`src/rtl/fp_mul_pipe.sv`:
```
// fp_mul_pipe: fully pipelined floating-point multiplier, valid/ready stream, four rounding modes.
// Define FP_MUL_DENORM_EN for subnormal operands/results; otherwise subnormals flush to signed zero.
module fp_mul_pipe #(
    parameter int EXP_W = 8,
    parameter int MAN_W = 23
) (
    input  logic                 clk,
    input  logic                 rst,
    input  logic                 in_valid,
    output logic                 in_ready,
    input  logic [EXP_W+MAN_W:0] a,
    input  logic [EXP_W+MAN_W:0] b,
    input  logic [1:0]           round_mode,
    output logic                 out_valid,
    input  logic                 out_ready,
    output logic [EXP_W+MAN_W:0] result,
    output logic [3:0]           flags
);
    localparam int W    = 1 + EXP_W + MAN_W;
    localparam int PW   = 2 * MAN_W + 2;
    localparam int RW   = EXP_W + 2;
    localparam int XW   = EXP_W + $clog2(PW) + 3;
    localparam int GW   = MAN_W + 3;
    localparam int BIAS = (1 << (EXP_W - 1)) - 1;
    localparam int EMAX = (1 << EXP_W) - 1;

    typedef enum logic [1:0] {RM_RNE = 2'b00, RM_RTZ = 2'b01, RM_RUP = 2'b10, RM_RDN = 2'b11} rm_e;
    typedef enum logic [1:0] {SP_NONE, SP_NAN, SP_INF, SP_ZERO} special_e;

    logic advance;
    logic v0_q, v1_q, v2_q, v3_q, v4_q;

    assign advance   = !v4_q || out_ready;
    assign in_ready  = advance;
    assign out_valid = v4_q;

    // Operand capture register.
    logic [W-1:0] a0_q, b0_q;
    rm_e          rm0_q;

    // ---------------- S1: unpack, classify, multiply ----------------
    logic             sa, sb;
    logic [EXP_W-1:0] ea, eb, ea_eff, eb_eff;
    logic [MAN_W-1:0] fa, fb;
    logic             a_zero, b_zero, a_inf, b_inf, a_nan, b_nan;
    logic [MAN_W:0]   ma, mb;
    special_e         sp1_d, sp1_q;
    logic             nv1_d, nv1_q;
    logic             sign1_q;
    logic [RW-1:0]    exp1_d, exp1_q;
    logic [PW-1:0]    prod1_d, prod1_q;
    rm_e              rm1_q;

    assign {sa, ea, fa} = a0_q;
    assign {sb, eb, fb} = b0_q;
    assign a_inf = (ea == '1) && (fa == '0);
    assign b_inf = (eb == '1) && (fb == '0);
    assign a_nan = (ea == '1) && (fa != '0);
    assign b_nan = (eb == '1) && (fb != '0);
`ifdef FP_MUL_DENORM_EN
    assign a_zero = (ea == '0) && (fa == '0);
    assign b_zero = (eb == '0) && (fb == '0);
`else
    assign a_zero = (ea == '0);
    assign b_zero = (eb == '0);
`endif
    // Subnormals carry a zero hidden bit and the minimum exponent.
    assign ma      = {ea != '0, fa};
    assign mb      = {eb != '0, fb};
    assign ea_eff  = (ea == '0) ? EXP_W'(1) : ea;
    assign eb_eff  = (eb == '0) ? EXP_W'(1) : eb;
    assign exp1_d  = RW'(ea_eff) + RW'(eb_eff) - RW'(BIAS);
    assign prod1_d = PW'(ma) * PW'(mb);

    // NOTE: every always_comb output gets a default first so no path can infer a latch.
    always_comb begin
        sp1_d = SP_NONE;
        nv1_d = 1'b0;
        if (a_nan || b_nan) begin
            sp1_d = SP_NAN;
            nv1_d = (a_nan && !fa[MAN_W-1]) || (b_nan && !fb[MAN_W-1]);
        end else if ((a_zero && b_inf) || (a_inf && b_zero)) begin
            sp1_d = SP_NAN;
            nv1_d = 1'b1;
        end else if (a_inf || b_inf) begin
            sp1_d = SP_INF;
        end else if (a_zero || b_zero) begin
            sp1_d = SP_ZERO;
        end
    end

    // ---------------- S2: normalise ----------------
    logic [XW-1:0] exp_ext, e1, exp2_d, exp2_q;
    logic [PW-1:0] norm;
    logic [GW-1:0] top, mant2_d, mant2_q;
    logic          sticky2_d, sticky2_q, sign2_q;
    special_e      sp2_q;
    logic          nv2_q;
    rm_e           rm2_q;
`ifdef FP_MUL_DENORM_EN
    localparam int LZW = $clog2(PW + 1);
    localparam int SHW = $clog2(GW + 1);
    logic [LZW-1:0] lz;
    logic           found, lost, tiny2_d, tiny2_q, tiny3_q;
    logic [XW-1:0]  diff;
    logic [SHW-1:0] sh;
`endif

    always_comb begin
        exp_ext = {{(XW - RW){exp1_q[RW-1]}}, exp1_q};
`ifdef FP_MUL_DENORM_EN
        lz    = '0;
        found = 1'b0;
        // NOTE: blocking assignments here build a combinational chain; state elsewhere uses <=.
        for (int i = PW - 1; i >= 0; i--) begin
            if (!found) begin
                if (prod1_q[i]) found = 1'b1;
                else            lz    = lz + LZW'(1);
            end
        end
        norm = prod1_q << lz;
        e1   = exp_ext + XW'(1) - XW'(lz);
`else
        norm = prod1_q[PW-1] ? prod1_q : (prod1_q << 1);
        e1   = prod1_q[PW-1] ? exp_ext + XW'(1) : exp_ext;
`endif
        top       = norm[PW-1 -: GW];
        mant2_d   = top;
        sticky2_d = |norm[PW-GW-1:0];
        exp2_d    = e1;
`ifdef FP_MUL_DENORM_EN
        tiny2_d = $signed(e1) < $signed(XW'(1));
        diff    = '0;
        sh      = '0;
        lost    = 1'b0;
        if (tiny2_d) begin
            diff = XW'(1) - e1;
            sh   = ($signed(diff) > $signed(XW'(GW))) ? SHW'(GW) : SHW'(diff);
            for (int i = 0; i < GW; i++) begin
                if (SHW'(i) < sh) lost = lost | top[i];
            end
            mant2_d   = top >> sh;
            sticky2_d = sticky2_d | lost;
            exp2_d    = XW'(1);
        end
`endif
    end

    // ---------------- S3: round ----------------
    logic [MAN_W:0]   mant_s3, mant3_d, mant3_q;
    logic [MAN_W+1:0] sum;
    logic             g, r, inc, nx3_d, nx3_q, sign3_q, nv3_q;
    logic [XW-1:0]    exp3_d, exp3_q;
    special_e         sp3_q;
    rm_e              rm3_q;

    always_comb begin
        mant_s3 = mant2_q[GW-1:2];
        g       = mant2_q[1];
        r       = mant2_q[0];
        nx3_d   = g || r || sticky2_q;
        inc     = 1'b0;
        case (rm2_q)
            RM_RNE: inc = g && (r || sticky2_q || mant_s3[0]);
            RM_RTZ: inc = 1'b0;
            RM_RUP: inc = !sign2_q && nx3_d;
            RM_RDN: inc = sign2_q && nx3_d;
        endcase
        sum = {1'b0, mant_s3} + (MAN_W + 2)'(inc);
        if (sum[MAN_W+1]) begin
            mant3_d = sum[MAN_W+1:1];
            exp3_d  = exp2_q + XW'(1);
        end else begin
            mant3_d = sum[MAN_W:0];
            exp3_d  = exp2_q;
        end
    end

    // ---------------- S4: pack, overflow, specials ----------------
    logic [W-1:0]     result_d, result_q, inf_w, max_w;
    logic [3:0]       flags_d, flags_q;
    logic [EXP_W-1:0] exp_field;
    logic             uf;

    always_comb begin
        exp_field = mant3_q[MAN_W] ? exp3_q[EXP_W-1:0] : '0;
        inf_w     = {sign3_q, {EXP_W{1'b1}}, {MAN_W{1'b0}}};
        max_w     = {sign3_q, {(EXP_W - 1){1'b1}}, 1'b0, {MAN_W{1'b1}}};
`ifdef FP_MUL_DENORM_EN
        uf = tiny3_q && nx3_q;
`else
        uf = 1'b0;
`endif
        result_d = {sign3_q, exp_field, mant3_q[MAN_W-1:0]};
        flags_d  = {1'b0, 1'b0, uf, nx3_q};
        if ($signed(exp3_q) >= $signed(XW'(EMAX))) begin
            flags_d = 4'b0101;
            case (rm3_q)
                RM_RNE: result_d = inf_w;
                RM_RTZ: result_d = max_w;
                RM_RUP: result_d = sign3_q ? max_w : inf_w;
                RM_RDN: result_d = sign3_q ? inf_w : max_w;
            endcase
        end
`ifndef FP_MUL_DENORM_EN
        else if ($signed(exp3_q) < $signed(XW'(1))) begin
            result_d = {sign3_q, {(W - 1){1'b0}}};
            flags_d  = 4'b0011;
        end
`endif
        case (sp3_q)
            SP_NAN: begin
                result_d = {1'b0, {EXP_W{1'b1}}, 1'b1, {(MAN_W - 1){1'b0}}};
                flags_d  = {nv3_q, 3'b000};
            end
            SP_INF: begin
                result_d = inf_w;
                flags_d  = 4'b0000;
            end
            SP_ZERO: begin
                result_d = {sign3_q, {(W - 1){1'b0}}};
                flags_d  = 4'b0000;
            end
            default: ;
        endcase
    end

    // ---------------- Control registers ----------------
    always_ff @(posedge clk) begin
        if (rst) begin
            v0_q     <= 1'b0;
            v1_q     <= 1'b0;
            v2_q     <= 1'b0;
            v3_q     <= 1'b0;
            v4_q     <= 1'b0;
            result_q <= '0;
            flags_q  <= '0;
        end else if (advance) begin
            v0_q <= in_valid;
            v1_q <= v0_q;
            v2_q <= v1_q;
            v3_q <= v2_q;
            v4_q <= v3_q;
            if (v3_q) begin
                result_q <= result_d;
                flags_q  <= flags_d;
            end
        end
    end

    // NOTE: datapath stage registers are not reset; the stage valids qualify them.
    always_ff @(posedge clk) begin
        if (advance) begin
            a0_q      <= a;
            b0_q      <= b;
            rm0_q     <= rm_e'(round_mode);
            sign1_q   <= sa ^ sb;
            exp1_q    <= exp1_d;
            prod1_q   <= prod1_d;
            sp1_q     <= sp1_d;
            nv1_q     <= nv1_d;
            rm1_q     <= rm0_q;
            sign2_q   <= sign1_q;
            exp2_q    <= exp2_d;
            mant2_q   <= mant2_d;
            sticky2_q <= sticky2_d;
            sp2_q     <= sp1_q;
            nv2_q     <= nv1_q;
            rm2_q     <= rm1_q;
            sign3_q   <= sign2_q;
            exp3_q    <= exp3_d;
            mant3_q   <= mant3_d;
            nx3_q     <= nx3_d;
            sp3_q     <= sp2_q;
            nv3_q     <= nv2_q;
            rm3_q     <= rm2_q;
`ifdef FP_MUL_DENORM_EN
            tiny2_q   <= tiny2_d;
            tiny3_q   <= tiny2_q;
`endif
        end
    end

    assign result = result_q;
    assign flags  = flags_q;

endmodule

```
`config.mk`:
```
export PLATFORM = sky130hd
export DESIGN_NAME = fp_mul_pipe
export DESIGN_NICKNAME = d
export VERILOG_FILES = /design/src/rtl/fp_mul_pipe.sv
export SDC_FILE = /design/constraint.sdc
export NUM_CORES = 2
export LEC_CHECK = 0
export ABC_AREA = 0
export BUFFER_PORTS_ARGS = -buffer_cell sky130_fd_sc_hd__buf_4
export CORE_MARGIN = 10
export CORE_UTILIZATION = 45
export CTS_BUF_LIST = sky130_fd_sc_hd__clkbuf_4
export DETAILED_ROUTE_END_ITERATION = 12
export GPL_TIMING_DRIVEN = 0
export PLACE_DENSITY = 0.71
export SLEW_MARGIN = 10
export SYNTH_ARGS = -nofsm -noshare
export SYNTH_HDL_FRONTEND = slang
export SYNTH_SLANG_ARGS = --single-unit
export TNS_END_PERCENT = 100
```
`constraint.sdc`:
```
create_clock -name clk -period 10.2 [get_ports clk]
set_input_delay 1.02 -clock clk [delete_from_list [all_inputs] [get_ports clk]]
set_output_delay 1.02 -clock clk [all_outputs]
set_load 0.05 [all_outputs]
```
# After elaboration in Yosys (flattened, before gate mapping)
# Index checks and enable logic that the tools add are counted.
# totals
ff_bits	269
inputBits	70
output_inout_bits	38
elab_cells	112
# classes
addsub	5
mul	1
magnitude_cmp	2
eq_ne	11
n_mux	21
n_bitwise	1
reduce_logical	39
# op_table
cell	n
32-bit case mux with 4 select lines	1
32-bit 2-to-1 mux	3
32-bit case mux with 3 select lines	1
24-bit by 24-bit multiplier with 48-bit output	1
47-bit 2-to-1 mux	1
23-bit zero test	2
23-bit nonzero test	2
17-bit 2-to-1 mux	2
31-bit 2-to-1 mux	1
24-bit by 1-bit adder with 25-bit output	1
8-bit 2-to-1 mux	3
23-bit 2-to-1 mux	1
22-bit OR reduction	1
17-bit by 1-bit adder with 17-bit output, second input constant	1
17-bit by 9-bit >= comparator with 1-bit output, second input constant	1
17-bit by 2-bit < comparator with 1-bit output, second input constant	1
8-bit == test, second input constant	2
8-bit zero test	2
8-bit nonzero test	2
2-bit == test, second input constant	6
10-bit by 2-bit adder with 11-bit output, second input constant	1
1-bit logical AND	11
1-bit logical OR	10
9-bit by 7-bit subtractor with 10-bit output, second input constant	1
other kinds (12)	22

# Longest topological paths before layout
# depth
word_depth	6
mapped_depth	26
ltp_nobuf	24

# Worst setup path before layout
# OpenSTA, ideal clock, no wires.
# synth_timing
path_kind	in2reg
start	input out_ready
end	register result_q[10], in the netlist result[10]
setup_time_ns	0.065
t_arrival_ns	9.048
required_time_ns	10.135
setup_slack_ns	1.087
stages	9
path_buffers	3
path_cell_list	nand2b_1 clkbuf_1 and2_0 clkbuf_1 nand3_1 clkbuf_1 nor2_1 a21oi_1 nor2_1
# synth_between
elab_chain_len	2
# synth_rtl
item	line	text
from (decl)	15	input logic out_ready,
1-bit logical OR	33	assign advance = !v4_q || out_ready;
net in_ready	10	output logic in_ready,
2-bit AND reduction (no line)	n/a	
to (signal assigned)	245	result_q <= result_d;
to (decl)	180	logic [W-1:0] result_d, result_q, inf_w, max_w;
# The timed path passes the listed nets, and every way through them passes these cells.
# A chain may end at the register's enable or synchronous reset.

# Worst setup path after layout
# layout_timing
start	register b0_q[7]
end	register prod1_q[45], data pin
# layout_between
elab_chain_len	1
# layout_rtl
item	line	text
from (decl)	38	logic [W-1:0] a0_q, b0_q;
from (signal assigned)	255	b0_q <= b;
24-bit by 24-bit multiplier with 48-bit output	73	assign prod1_d = PW'(ma) * PW'(mb);
net prod1_d[45]	51	logic [PW-1:0] prod1_d, prod1_q;
to (signal assigned)	259	prod1_q <= prod1_d;
to (decl)	51	
# The timed path passes the listed nets, and every way through them passes these cells.

==> results.ini <==
[clock_tree]
cts.path.max_buffers=3
clock_latency_ps=860
cts_tree=built
clkSinkCount=263
postCtsResizedCells=0
hold_buffers=0
cts-root-buf=clkbuf_4
cts_setup_buffers=0
cts_buffers=71
path_clk_slew_ps=60
htree_num_levels=3

[cells_and_area]
area_growth_pct=10.0
final_cells=4004
nets=3842
final_layout_size_suffix_gt1_share_pct=8.97
fill_cells=6005

[worst_setup_path]
ff2ff_setup_slack_ps=1860
critical_path_arrival_ps=8850
timing.rr.end=prod1_q[45]
crit_slowest_cell=clkbuf_1
cp.required_ps=10710
timing.rr.start=b0_q[7]
slowest_delay_ps=660
crit_top_cell=fa_1
worst-setup-path-type=register to register
cp_max_fo=10
worstSetupStartpointType=register
crit_chain=clkbuf_1 -> clkbuf_1 -> nand2_1 -> fa_1 -> inv_1 -> fa_1 -> fa_1 -> inv_1 -> fa_1 -> fa_1 -> fa_1 -> fa_1 -> inv_1 -> ha_1 -> buf_2 -> nand4_1 -> nor4_1 -> nand4_1 -> nand4_1 -> nand4_1 -> a21oi_1 -> nor2_1 -> o311a_1
crit_path_end_kind=register
r2r_cells=23

[yosys]
syn_nets=3660
yosys_warnings=0
yosysTopAreaCellShare_pct=33.0
yosysMostFrequentCell=inv_1
ys_ff_latch=263
synth_cell_type_count=73
syn_area_um2=29300
synth_common_cells=524 x inv_1, 483 x fa_1, 419 x nand2_1
synth_largest_area_cell=fa_1
ys_top_cells_by_area=fa_1 33%, edfxtp_1 23%, ha_1 8.3%, inv_1 6.7%, nand2_1 5.4%
synthArstFlopShare_pct=0
netlist_instances=2912
synth-main-ff-cell=edfxtp_1
synth_edf_count=222
syn_avg_cell_area_um2=10.0
ys_seq_area_share_pct=25.6

[global_route]
antenna_found_initial=4
grt_max_degree=65
grt_overflow=0
grt_pass1_wl_um=127000
grtUsageTotal_pct=22.2
grt_pass1_vias=22100

[route]
dr.pass1.iters=5
wl_per_cell_um=20.5
ant_nets=0
vias=21100
drt_iter0_drc=1811
wirelength_um=82100
avgViaCountPerCell=5.28
drc=0

[timing]
finClkSkew_ps=124
grt_setup_unrepaired=no
setup_slack_ps=1860
final-setup-viol-count=0
hold_ws_ps=335
fmax_ghz=0.120
hold_viol_final=0
period_needed_ps=8340
worst_pin_slew_ps=1060
slew_violations=0
fin_crit_sh_pct=81.8
maxSlewHeadroom_pct=29.0

[status]
status=completed

[placed_design]
post-dp-hpwl_um=64600
place_congestion=0.998
dp_cells=3876
dp_slack_ps=1980
port_buffers=106

[floorplan]
die_area_um2=75600
dieHeight_um=275
ioPinCount=108
num_rows=93
die_x_um=275
core_area_um2=64500
initial_core_util_pct=45.4

[worst_hold_path]
worstHoldStart=a[28]
worstHoldPathCells=1
min_to=a0_q[28]
holdCritPathClass=primary input to register

[run]
max-cap-violations=0

area by class of cell:
| cell class | count | area [um^2] | share of cell area [%] |
|---|---|---|---|
| antenna | 4 | 10.0 | 0.0311 |
| buffer | 158 | 608 | 1.89 |
| clock buffer | 106 | 796 | 2.47 |
| clock inverter | 18 | 168 | 0.521 |
| inverter | 524 | 1970 | 6.11 |
| multi-input combinational | 1967 | 19200 | 59.7 |
| sequential | 263 | 7490 | 23.3 |
| tap | 855 | 1070 | 3.32 |
| timing repair buffer | 109 | 878 | 2.73 |
sequential cells by signal, summed over array words and instances, names as in the netlist, 11 cells and up:
name and count:
mant2_q 26, exp2_q 11, b0_q 32, a0_q 32, result 32, exp3_q 17
mant3_q 24, prod1_q 48
kinds of logic after synthesis:
kind of cell / count (synthesis) / share of synthesized area (%)
adders and majority gates: 678 / 41.4
buffers and inverters: 682 / 8.79
muxes: 31 / 1.18
AOI/OAI and AO/OA: 233 / 4.99
DFF: 263 / 25.6
xor gates and xnor gates: 90 / 2.69
and+or+nand+nor: 935 / 15.4
critical path: cells and delay by family, from the launching register on:
kind                     cells  cell delay, ps
AND/OR/NAND/NOR              7            1460
buffers and inverters        6            1670
flip-flops                   1             490
AO/OA/AOI/OAI                2             570
adder cells (fa/ha/maj)      8            3890
metal layers:
layer,vias up,routed length (um),share of wire [%],global-route usage (%)
met5,-,0,0,0
met4,0,4340,5.3,10.2
met3,260,9760,12,7.09
met2,1103,35300,43,33.6
met1,10300,32800,40,28.6
li1,9476,-,-,-
cell usage in the layout, fill, tap and decap left out, types with 4 or more instances in the layout:
| master | instances |
|---|---|
| inv_1 | 524 |
| or3_1 | 4 |
| a22oi_1 | 8 |
| o21bai_1 | 5 |
| nand2_1 | 419 |
| fa_1 | 483 |
| clkbuf_4 | 107 |
| nor3_1 | 11 |
| nand4_1 | 37 |
| nand2b_1 | 5 |
| buf_1 | 4 |
| clkbuf_1 | 146 |
| ha_1 | 195 |
| and2_1 | 244 |
| nand3b_1 | 7 |
| edfxtp_1 | 222 |
| xnor2_1 | 50 |
| nand3_1 | 23 |
| mux2_2 | 28 |
| nor2_1 | 122 |
| nor2b_1 | 11 |
| nor4_1 | 23 |
| xor2_1 | 40 |
| clkinv_1 | 6 |
| and3_1 | 10 |
| buf_2 | 6 |
| a21boi_0 | 6 |
| a31oi_1 | 4 |
| a21o_1 | 30 |
| a21oi_1 | 108 |
| buf_4 | 107 |
| diode_2 | 4 |
| dfxtp_1 | 41 |
| a211oi_1 | 4 |
| o21ai_0 | 35 |
how the worst max path moves through the flow:
| stage | from | to | slack (ps) | depth (start not counted) |
|---|---|---|---|---|
| floorplan | out_ready | result[10] | 1090 | 9 |
| global route | b0_q[7] | prod1_q[45] | 1540 | 23 |
| CTS | b0_q[7] | prod1_q[45] | 1960 | 23 |
| detailed placement | b0_q[7] | prod1_q[45] | 1980 | 23 |
| global placement | out_ready | in_ready | -1730 | 4 |
| finish | b0_q[7] | prod1_q[45] | 1860 | 23 |
through the flow:
| step | cell area (um^2) | util [%] | TNS [ps] |
|---|---|---|---|
| after global placement | 31100 | 48.3 | -120280 |
| after floorplan | 29300 | - | 0 |
| after global routing | 32200 | 49.9 | 0 |
| after CTS | 32200 | 49.9 | 0 |
| final | 32200 | 49.9 | 0 |
| after detailed placement | 31200 | 48.4 | 0 |
Power is left out: the tool's default activity adds up to more than one toggle a clock period on the data nets, which glitch-free logic cannot reach.
